File: src/rtl/mealy_mac_bank.sv
// rtl/mealy_mac_bank.sv - multi-channel Mealy multiply-accumulate bank
//
// Holds CHANNELS signed accumulators. Each accepted beat adds x*y to acc[in_chan].
// The same beat reports the accumulator value it found before the update.
// A clr_all pulse starts a sweep that zeroes one accumulator per cycle.
//
// Optional feature macro: MEALY_MAC_SAT_EN
//   defined   - accumulation saturates, and the out_sat port is added
//   undefined - two's-complement wrap at ACC_W bits
//
// Ports:
//   system1000      clock, rising edge
//   system1000_rst  asynchronous reset, active high
//   in_valid/in_ready  beat handshake; a beat is accepted when both are high
//   in_chan         target channel; values >= CHANNELS are accepted and dropped
//   in_x, in_y      signed operands
//   in_clr          with a beat: restart the channel, acc <= x*y
//   clr_all         pulse: start a sweep that clears every accumulator
//   out_valid       one-cycle pulse per processed beat
//   out_chan        channel of the reported value
//   out_acc         accumulator value before this beat's update
//   out_sat         (MEALY_MAC_SAT_EN only) this beat's update saturated
module mealy_mac_bank #(
    parameter int WIDTH    = 9,
    parameter int ACC_W    = 24,
    parameter int CHANNELS = 4,
    localparam int CW      = (CHANNELS > 1) ? $clog2(CHANNELS) : 1
) (
    input  logic                    system1000,
    input  logic                    system1000_rst,
    input  logic                    in_valid,
    output logic                    in_ready,
    input  logic [CW-1:0]           in_chan,
    input  logic signed [WIDTH-1:0] in_x,
    input  logic signed [WIDTH-1:0] in_y,
    input  logic                    in_clr,
    input  logic                    clr_all,
    output logic                    out_valid,
    output logic [CW-1:0]           out_chan,
`ifdef MEALY_MAC_SAT_EN
    output logic                    out_sat,
`endif
    output logic signed [ACC_W-1:0] out_acc
);

    localparam int PW = 2 * WIDTH;
    localparam logic [CW:0]      CH_LIMIT = CW'(CHANNELS) == '0 ? {1'b1, {CW{1'b0}}} : (CW + 1)'(CHANNELS);
    localparam logic [CW-1:0]    LAST_IDX = CW'(CHANNELS - 1);
    localparam logic [ACC_W-1:0] ACC_MAX  = {1'b0, {(ACC_W-1){1'b1}}};
    localparam logic [ACC_W-1:0] ACC_MIN  = {1'b1, {(ACC_W-1){1'b0}}};

    typedef enum logic {IDLE, SWEEP} state_t;

    state_t                  state;
    logic [CW-1:0]           idx;
    logic signed [ACC_W-1:0] acc [CHANNELS];

    logic                    accept;
    logic                    in_range;
    logic signed [ACC_W-1:0] old_acc;
    logic signed [PW-1:0]    prod;
    logic signed [ACC_W-1:0] prod_ext;
    logic signed [ACC_W-1:0] base;
    logic [ACC_W:0]          sum_w;
    logic signed [ACC_W-1:0] new_acc;
    logic                    sat_hit;

    always_comb begin
        accept   = in_valid & in_ready;
        in_range = ({1'b0, in_chan} < CH_LIMIT);
        old_acc  = in_range ? acc[in_chan] : '0;
        // Operands are widened before multiplying so the full signed product is kept.
        prod     = PW'(in_x) * PW'(in_y);
        prod_ext = ACC_W'(prod);
        base     = in_clr ? '0 : old_acc;
        // One guard bit: overflow shows as the top two bits disagreeing.
        sum_w    = {base[ACC_W-1], base} + {prod_ext[ACC_W-1], prod_ext};
        sat_hit  = 1'b0;
        new_acc  = sum_w[ACC_W-1:0];
`ifdef MEALY_MAC_SAT_EN
        sat_hit  = sum_w[ACC_W] ^ sum_w[ACC_W-1];
        if (sat_hit) begin
            new_acc = sum_w[ACC_W] ? ACC_MIN : ACC_MAX;
        end
`endif
    end

    always_ff @(posedge system1000 or posedge system1000_rst) begin
        if (system1000_rst) begin
            state     <= IDLE;
            idx       <= '0;
            in_ready  <= 1'b1;
            out_valid <= 1'b0;
            out_chan  <= '0;
            out_acc   <= '0;
`ifdef MEALY_MAC_SAT_EN
            out_sat   <= 1'b0;
`endif
            for (int i = 0; i < CHANNELS; i++) begin
                acc[i] <= '0;
            end
        end else begin
            out_valid <= 1'b0;
            // in_ready is low throughout SWEEP, so beat writes and sweep writes never collide.
            if (accept && in_range) begin
                acc[in_chan] <= new_acc;
                out_valid    <= 1'b1;
                out_chan     <= in_chan;
                out_acc      <= old_acc;
`ifdef MEALY_MAC_SAT_EN
                out_sat      <= sat_hit;
`endif
            end
            case (state)
                IDLE: begin
                    if (clr_all) begin
                        state    <= SWEEP;
                        idx      <= '0;
                        in_ready <= 1'b0;
                    end
                end
                SWEEP: begin
                    acc[idx] <= '0;
                    if (idx == LAST_IDX) begin
                        state    <= IDLE;
                        in_ready <= 1'b1;
                    end else begin
                        idx <= idx + 1'b1;
                    end
                end
                default: begin
                    state    <= IDLE;
                    in_ready <= 1'b1;
                end
            endcase
        end
    end

    logic unused_sat;
    assign unused_sat = sat_hit;

endmodule

File: config.mk
export PLATFORM = sky130hd
export DESIGN_NAME = mealy_mac_bank
export DESIGN_NICKNAME = d
export VERILOG_FILES = /design/src/rtl/mealy_mac_bank.sv
export SDC_FILE = /design/constraint.sdc
export NUM_CORES = 1
export LEC_CHECK = 0
export CAP_MARGIN = 25
export CORE_ASPECT_RATIO = 1.5
export CORE_MARGIN = 3
export CORE_UTILIZATION = 45
export CTS_CLUSTER_DIAMETER = 150
export DETAILED_ROUTE_END_ITERATION = 8
export GPL_TIMING_DRIVEN = 0
export SYNTH_ARGS = -nofsm -noshare
export SYNTH_HDL_FRONTEND = slang
export SYNTH_SLANG_ARGS = --single-unit
export TNS_END_PERCENT = 50
File: constraint.sdc
create_clock -name system1000 -period 8.7 [get_ports system1000]
set_input_delay 1.305 -clock system1000 [delete_from_list [all_inputs] [get_ports system1000]]
set_output_delay 1.305 -clock system1000 [all_outputs]
set_load 0.02 [all_outputs]
==> out/qor.txt <==
Run status: complete, no violations
Mux cell area share after synthesis: 5.387%
Synth top area cells: dfrtp_1 (30%), fa_1 (19%), nand2_1 (9.3%)
Setup TNS: 0 ps
RSZ-0062 raised after global routing: false
Top-count cell post-synth: nand2_1
Routability congestion estimate from global placement: 0.8745
Fin. Hold Viols: 0
Final Cycle Share: 82.66%
Pin count of the biggest net entering global routing: 67
Port Buffers: 38
H-tree depth: 4
Core ar.: 0.02255 mm^2
Nets: 1393
Synth top cells by count: nand2_1 (258), inv_1 (179), dfrtp_1 (126)
Area delta synth->final: 13.49%
Worst Tran Pin Value: 849.6 ps
PostCTS Resize Cnt: 0
Post-Synthesis Cell Area: 0.01041 mm^2
DRC Markers: 0
Max Freq: 139.1 MHz
Initial DRC Count: 408
CP Max Fanout: 10
Syn avg cell area: 9.073 um^2
Warnings from Yosys: 0
CTS Buf Count: 17
Post-Synth Adder-Cell Area: 26.67%
HP Class: flop to flop
Clock root buffer: clkbuf_16
Die extent in y: 192.2 um
Diodes inserted: 0
Worst-Skew Late Latency: 430 ps
EDFF count, synth: 0
Compound-cell area share of the yosys netlist: 10.22%
# clock sinks: 127
Max cap viols: 0
Syn_nets: 1335
Gr usage total: 23.69%
Worst setup EP type: flop
Antenna violations before repair: 0
Synth Area in Simple Gates: 16.77%
Area after DPL: 0.01116 mm^2
Largest family of logic cells by synthesized area: adder cells
Share of the synthesized area in the top cell type: 30.30%
Vias post-DR: 7986
CTS clock-pin slew for the worst setup and hold paths: 60 ps
First-pass GRT wire length: 45370 um
Sequential cell area fraction in the yosys report: 30.55%
Fraction of layout cells with a size suffix above 1: 6.158%
Row count: 67
Final non-filler cell area: 0.01181 mm^2
Hold_ws: 470.9 ps
Post-synthesis register bit count: 127
Post-Synth XOR/XNOR Area: 1.671%
Cts hold-fix bufs: 0
Top Ports: 53
Leakage: 5.705 nW
Worst Skew: 8.872 ps
Final ANT Viol Nets: 0
Post-Route WL: 27490 um
Die Wd: 130.2 um
Top FF cell, synth: dfrtp_1
Post-CTS Setup Bufs: 0
Min Tclk post-route: 7191 ps
Synth area leader: dfrtp_1
PnR Total Power: 5.291 mW
Final setup viols: 0
Critical path arrival: 7470 ps
Final core occ: 52.37%
Gate Count Post-Synth: 1147
Distinct cells, synth: 54
Worst vdd ir: 0.2389 mV
Drt pass-1 iters: 5
WL per Instance: 18.40 um
Total congestion overflow: 0
Dpl hpwl: 21200 um
Crit Path Category: primary input to flop
Clk buf depth: 2
Max-slew violation count: 0
Worst path required time: 8980 ps
Die ar.: 0.02502 mm^2
Vias in the first global route: 8534
Starting Density: 46.15%
Via density: 5.345
Worst slew margin: 43.36%
Setup crit start kind: primary input
CTS tree: built
Asr flop ratio synth: 100.0%
Power per Cell Area: 448.0 mW/mm^2
-- where the power goes --
part           switching (mW)  internal (mW)  total, mW
Sequential              0.119          0.812      0.931
Combinational            2.22           1.35       3.56
Clock                   0.285          0.510      0.796
Total                    2.62           2.67       5.29
-- metrics by stage --
step / worst slack [ps] / instances
2_1_floorplan: 2211 / 1147
3_3_place_gp: 1188 / 1461
3_5_place_dp: 1148 / 1462
4_1_cts: 1558 / 1494
5_1_grt: 1233 / 1494
6_report: 1509 / 1494
-- worst paths after layout --
check,start,endpoint,slack (ps),depth (start not counted)
worst max-delay path,in_chan[1],acc[64]$_DFF_PP0_,1510,18
worst min register to register,out_acc[19]$_DFFE_PP0P_,out_acc[19]$_DFFE_PP0P_,470,2
max in group asynchronous,system1000_rst,out_acc[22]$_DFFE_PP0P_,6610,3
min in group asynchronous,system1000_rst,out_acc[3]$_DFFE_PP0P_,1330,2
worst min-delay path,out_acc[19]$_DFFE_PP0P_,out_acc[19]$_DFFE_PP0P_,470,2
worst max register to register,acc[6]$_DFF_PP0_,acc[64]$_DFF_PP0_,3780,15
-- state kept, by name, summed over array words and instances, names as in the netlist --
signal     flops
state          1
acc           96
out_valid      1
out_acc       24
out_chan       2
idx            2
in_ready       1
-- layout by cell type, fill, tap and decap left out, types with 24 or more instances in the layout --
cell type | Yosys | final
nand2_1 | 258 | 258
inv_1 | 179 | 178
dfrtp_1 | 126 | 126
fa_1 | 98 | 98
a21oi_1 | 82 | 82
ha_1 | 65 | 65
clkbuf_1 | 53 | 55
nor2_1 | 43 | 43
clkdlybuf4s50_1 | 0 | 38
and2_1 | 31 | 31
o21ai_0 | 31 | 31
nor2b_1 | 25 | 25
mux4_2 | 24 | 24
-- final cells by class --
cell class              count  area, um^2
multi-input cells         781        6319
repair buffers             39       407.9
flip-flops and latches    127        3179
well taps                 276       345.3
clock inverters            13       212.7
fillers                  2166       10740
clock buffers              19       432.9
inverters                 180       680.7
plain buffers              59       232.7
-- routing by layer --
| layer | vias to the layer above | track usage, % | wire [um] |
|---|---|---|---|
| met2 | 168 | 42.98 | 15070 |
| met4 | 0 | 9.120 | 908 |
| met5 | - | 0 | 0 |
| met1 | 4027 | 28.50 | 10630 |
| met3 | 42 | 2.476 | 880 |
| li1 | 3749 | - | - |
-- worst max-delay path, cell delays in order --
cell and delay (ps):
clkdlybuf4s50_1 520, buf_1 580, clkbuf_1 710, mux4_2 470
nor2b_1 160, ha_1 350, fa_1 540, inv_1 50
fa_1 480, inv_1 40, ha_1 340, a21o_1 200
a21oi_1 250, a21oi_2 170, o21a_1 220, o21ai_0 570
o211a_1 390, a21oi_1 100
-- cells by family after synthesis --
| logic type | Yosys count |
|---|---|
| AND/OR/NAND/NOR | 402 |
| buffers and inverters | 239 |
| AO/OA/AOI/OAI | 171 |
| adder cells (fa/ha/maj) | 163 |
| flip-flops | 127 |
| multiplexers | 26 |
| XOR/XNOR | 19 |
No activity file was read; power rests on OpenSTA's default activity.
==> RTL edit, RTL diff (same flow settings) <==
`CHANNELS`: 4 -> 8.
--- a/src/rtl/mealy_mac_bank.sv
+++ b/src/rtl/mealy_mac_bank.sv
@@ -23,7 +23,7 @@
 module mealy_mac_bank #(
     parameter int WIDTH    = 9,
     parameter int ACC_W    = 24,
-    parameter int CHANNELS = 4,
+    parameter int CHANNELS = 8,
     localparam int CW      = (CHANNELS > 1) ? $clog2(CHANNELS) : 1
 ) (
     input  logic                    system1000,
Ports: changed (resized in_chan and out_chan); port bits go from 53 to 55. No check against the original RTL was run, so the function may have changed too.
==> RTL edit against the original RTL <==
  * Sequential cell count rose by 98
  * Power increased by 43%
  * Setup slack worse by 0.65 ns
  * Routed wire length increased by 70%
  * Sequential share of layout area rose by 6.5 points
  * Clock skew grew 0.011 ns
  * Final area up 42%
  * Synthesized area up 45%
  * Combinational power is 36% higher
  * Sequential power rose by 79%
==> RTL edit: results (changes against the original RTL) <==
| Metric | Value |
|---|---|
| Total track usage | `0.264 (was 0.237)` |
| Largest net degree at the start of global routing | `115 (was 67)` |
| Dpl cells | `2179 (was 1462)` |
| CP Launch Point | `in_chan[0] (was in_chan[1])` |
| P_leak | `7.89 nW (was 5.71 nW)` |
| 1st-iter DRT viols | `839 (was 408)` |
| H-tree depth | `1 (was 4)` |
| Cts bufs inserted | `23 (was 17)` |
| Peak VDD IR | `219 uV (was 239 uV)` |
| Metal2 WL | `25.4 mm (was 15.1 mm)` |
| Via density | `5.70 (was 5.35)` |
| Total number of yosys warnings | `0 (unchanged)` |
| Clock Root Buffer | `clkbuf_16 (unchanged)` |
| WL met3 | `1.90 mm (was 880 um)` |
| Fin nets | `1976 (was 1393)` |
| Post-synthesis cell area | `15100 um2 (was 10400 um2)` |
| Slew headroom | `0.316 (was 0.434)` |
| Biggest regs | `acc x192, out_acc x24 (was acc x96, out_acc x24)` |
| Drt total wl | `46.8 mm (was 27.5 mm)` |
| Routability congestion estimate | `0.937 (was 0.875)` |
| Seq/Total Area, Yosys | `0.373 (was 0.306)` |
| Outcome | `finished clean (unchanged)` |
| Synth cell count leaders | `nand2_1, dfrtp_1, inv_1 (was nand2_1, inv_1, dfrtp_1)` |
| Main area contributors after synthesis | `dfrtp_1, fa_1, nand2_1 (unchanged)` |
| Arr. time, crit path | `8.28 ns (was 7.47 ns)` |
| Vias in the first global route | `13000 (was 8534)` |
| Worst r2r src | `acc[150]$_DFF_PP0_ (was acc[6]$_DFF_PP0_)` |
| WL per Instance | `21.1 um (was 18.4 um)` |
| Hpwl dp | `36.4 mm (was 21.2 mm)` |
| Post-Route M1 WL | `17.9 mm (was 10.6 mm)` |
| Clock Path Buffers | `3 (was 2)` |
| Clk Latency, worst-skew pair | `0.53 ns (was 0.43 ns)` |
| Library cells used by synthesis | `64 (was 54)` |
| Worst Hold Launch | `out_chan[0]$_DFFE_PP0P_ (was out_acc[19]$_DFFE_PP0P_)` |
| Synth async-reset ratio | `1.00 (unchanged)` |
| Clock Skew | `0.0195 ns (was 0.00887 ns)` |
| Worst-path clk slew | `0.07 ns` |
| IO Port Bufs | `39 (was 38)` |
| Mapped Cells | `1723 (was 1147)` |
| Pre-CTS setup slack | `0.485 ns (was 1.15 ns)` |
| Worst Hold Class | `flip-flop to flip-flop (unchanged)` |
| First-pass GRT wire length | `74.3 mm (was 45.4 mm)` |
| Post-synth net total | `1910 (was 1335)` |
| Layout cell share with drive strength beyond 1 | `0.0560 (was 0.0616)` |
| Placed Area | `16100 um2 (was 11200 um2)` |
==> RTL edit: where the power goes <==
part           leakage [nW]  switching [mW]  internal (mW)
logic                  4.48            3.25           1.60
registers              3.03           0.230           1.44
clock network         0.373           0.435          0.591
total                  7.89            3.91           3.63
==> RTL edit: logic make-up after synthesis <==
logic type | count (synthesis) | synth area share
muxes | 66 | 0.0479
AOI/OAI and AO/OA | 406 | 0.158
xor gates and xnor gates | 17 | 0.0109
buffers and inverters | 276 | 0.0698
DFF | 225 | 0.373
adders and majority gates | 161 | 0.182
and+or+nand+nor | 572 | 0.159
==> RTL edit: through the flow <==
step                      TNS (ns)  hold slack (ns)
after CTS                        0            0.488
after detailed placement         0            0.471
final                            0            0.480
after floorplan                  0            0.463
after global routing             0            0.503
after global placement     -421.73            0.466
==> RTL edit: final cells by class <==
cell class	count	area (um2)
tap	415	519
clock inverter	5	58.8
sequential	225	5630
inverter	174	661
fill	3136	16000
multi-input combinational	1222	8420
timing repair buffer	41	423
clock buffer	34	707
buffer	102	402
==> RTL edit: path summary, 6_finish.rpt <==
path | slack (ns) | depth (start not counted) | end
setup reg to reg | 3.13 | 18 | acc[18]$_DFF_PP0_
max in group asynchronous | 6.20 | 3 | out_chan[1]$_DFFE_PP0P_
hold / removal | 0.48 | 2 | out_chan[0]$_DFFE_PP0P_
setup / recovery | 0.86 | 21 | acc[18]$_DFF_PP0_
min in group asynchronous | 1.32 | 2 | acc[160]$_DFF_PP0_
hold reg to reg | 0.48 | 2 | out_chan[0]$_DFFE_PP0P_
==> RTL edit: critical path, stage by stage <==
cell             delay, ns
clkdlybuf4s50_1       0.59
buf_2                 0.30
nor2_1                0.67
clkbuf_1              0.56
a22oi_1               0.23
o22ai_1               0.31
a21oi_1               0.14
nor2_1                0.18
ha_1                  0.27
fa_1                  0.55
inv_1                 0.05
fa_1                  0.48
inv_1                 0.04
ha_1                  0.34
a21o_1                0.23
a21o_1                0.22
o2111a_1              0.34
or3_4                 0.41
xor2_1                0.78
nand2_1               0.11
a21oi_1               0.18
==> RTL edit: per-layer routing <==
metal,vias to the layer above,global-route usage
met4,0,0.0906
met1,6336,0.307
li1,5836,-
met2,373,0.502
met5,-,0
met3,101,0.0255
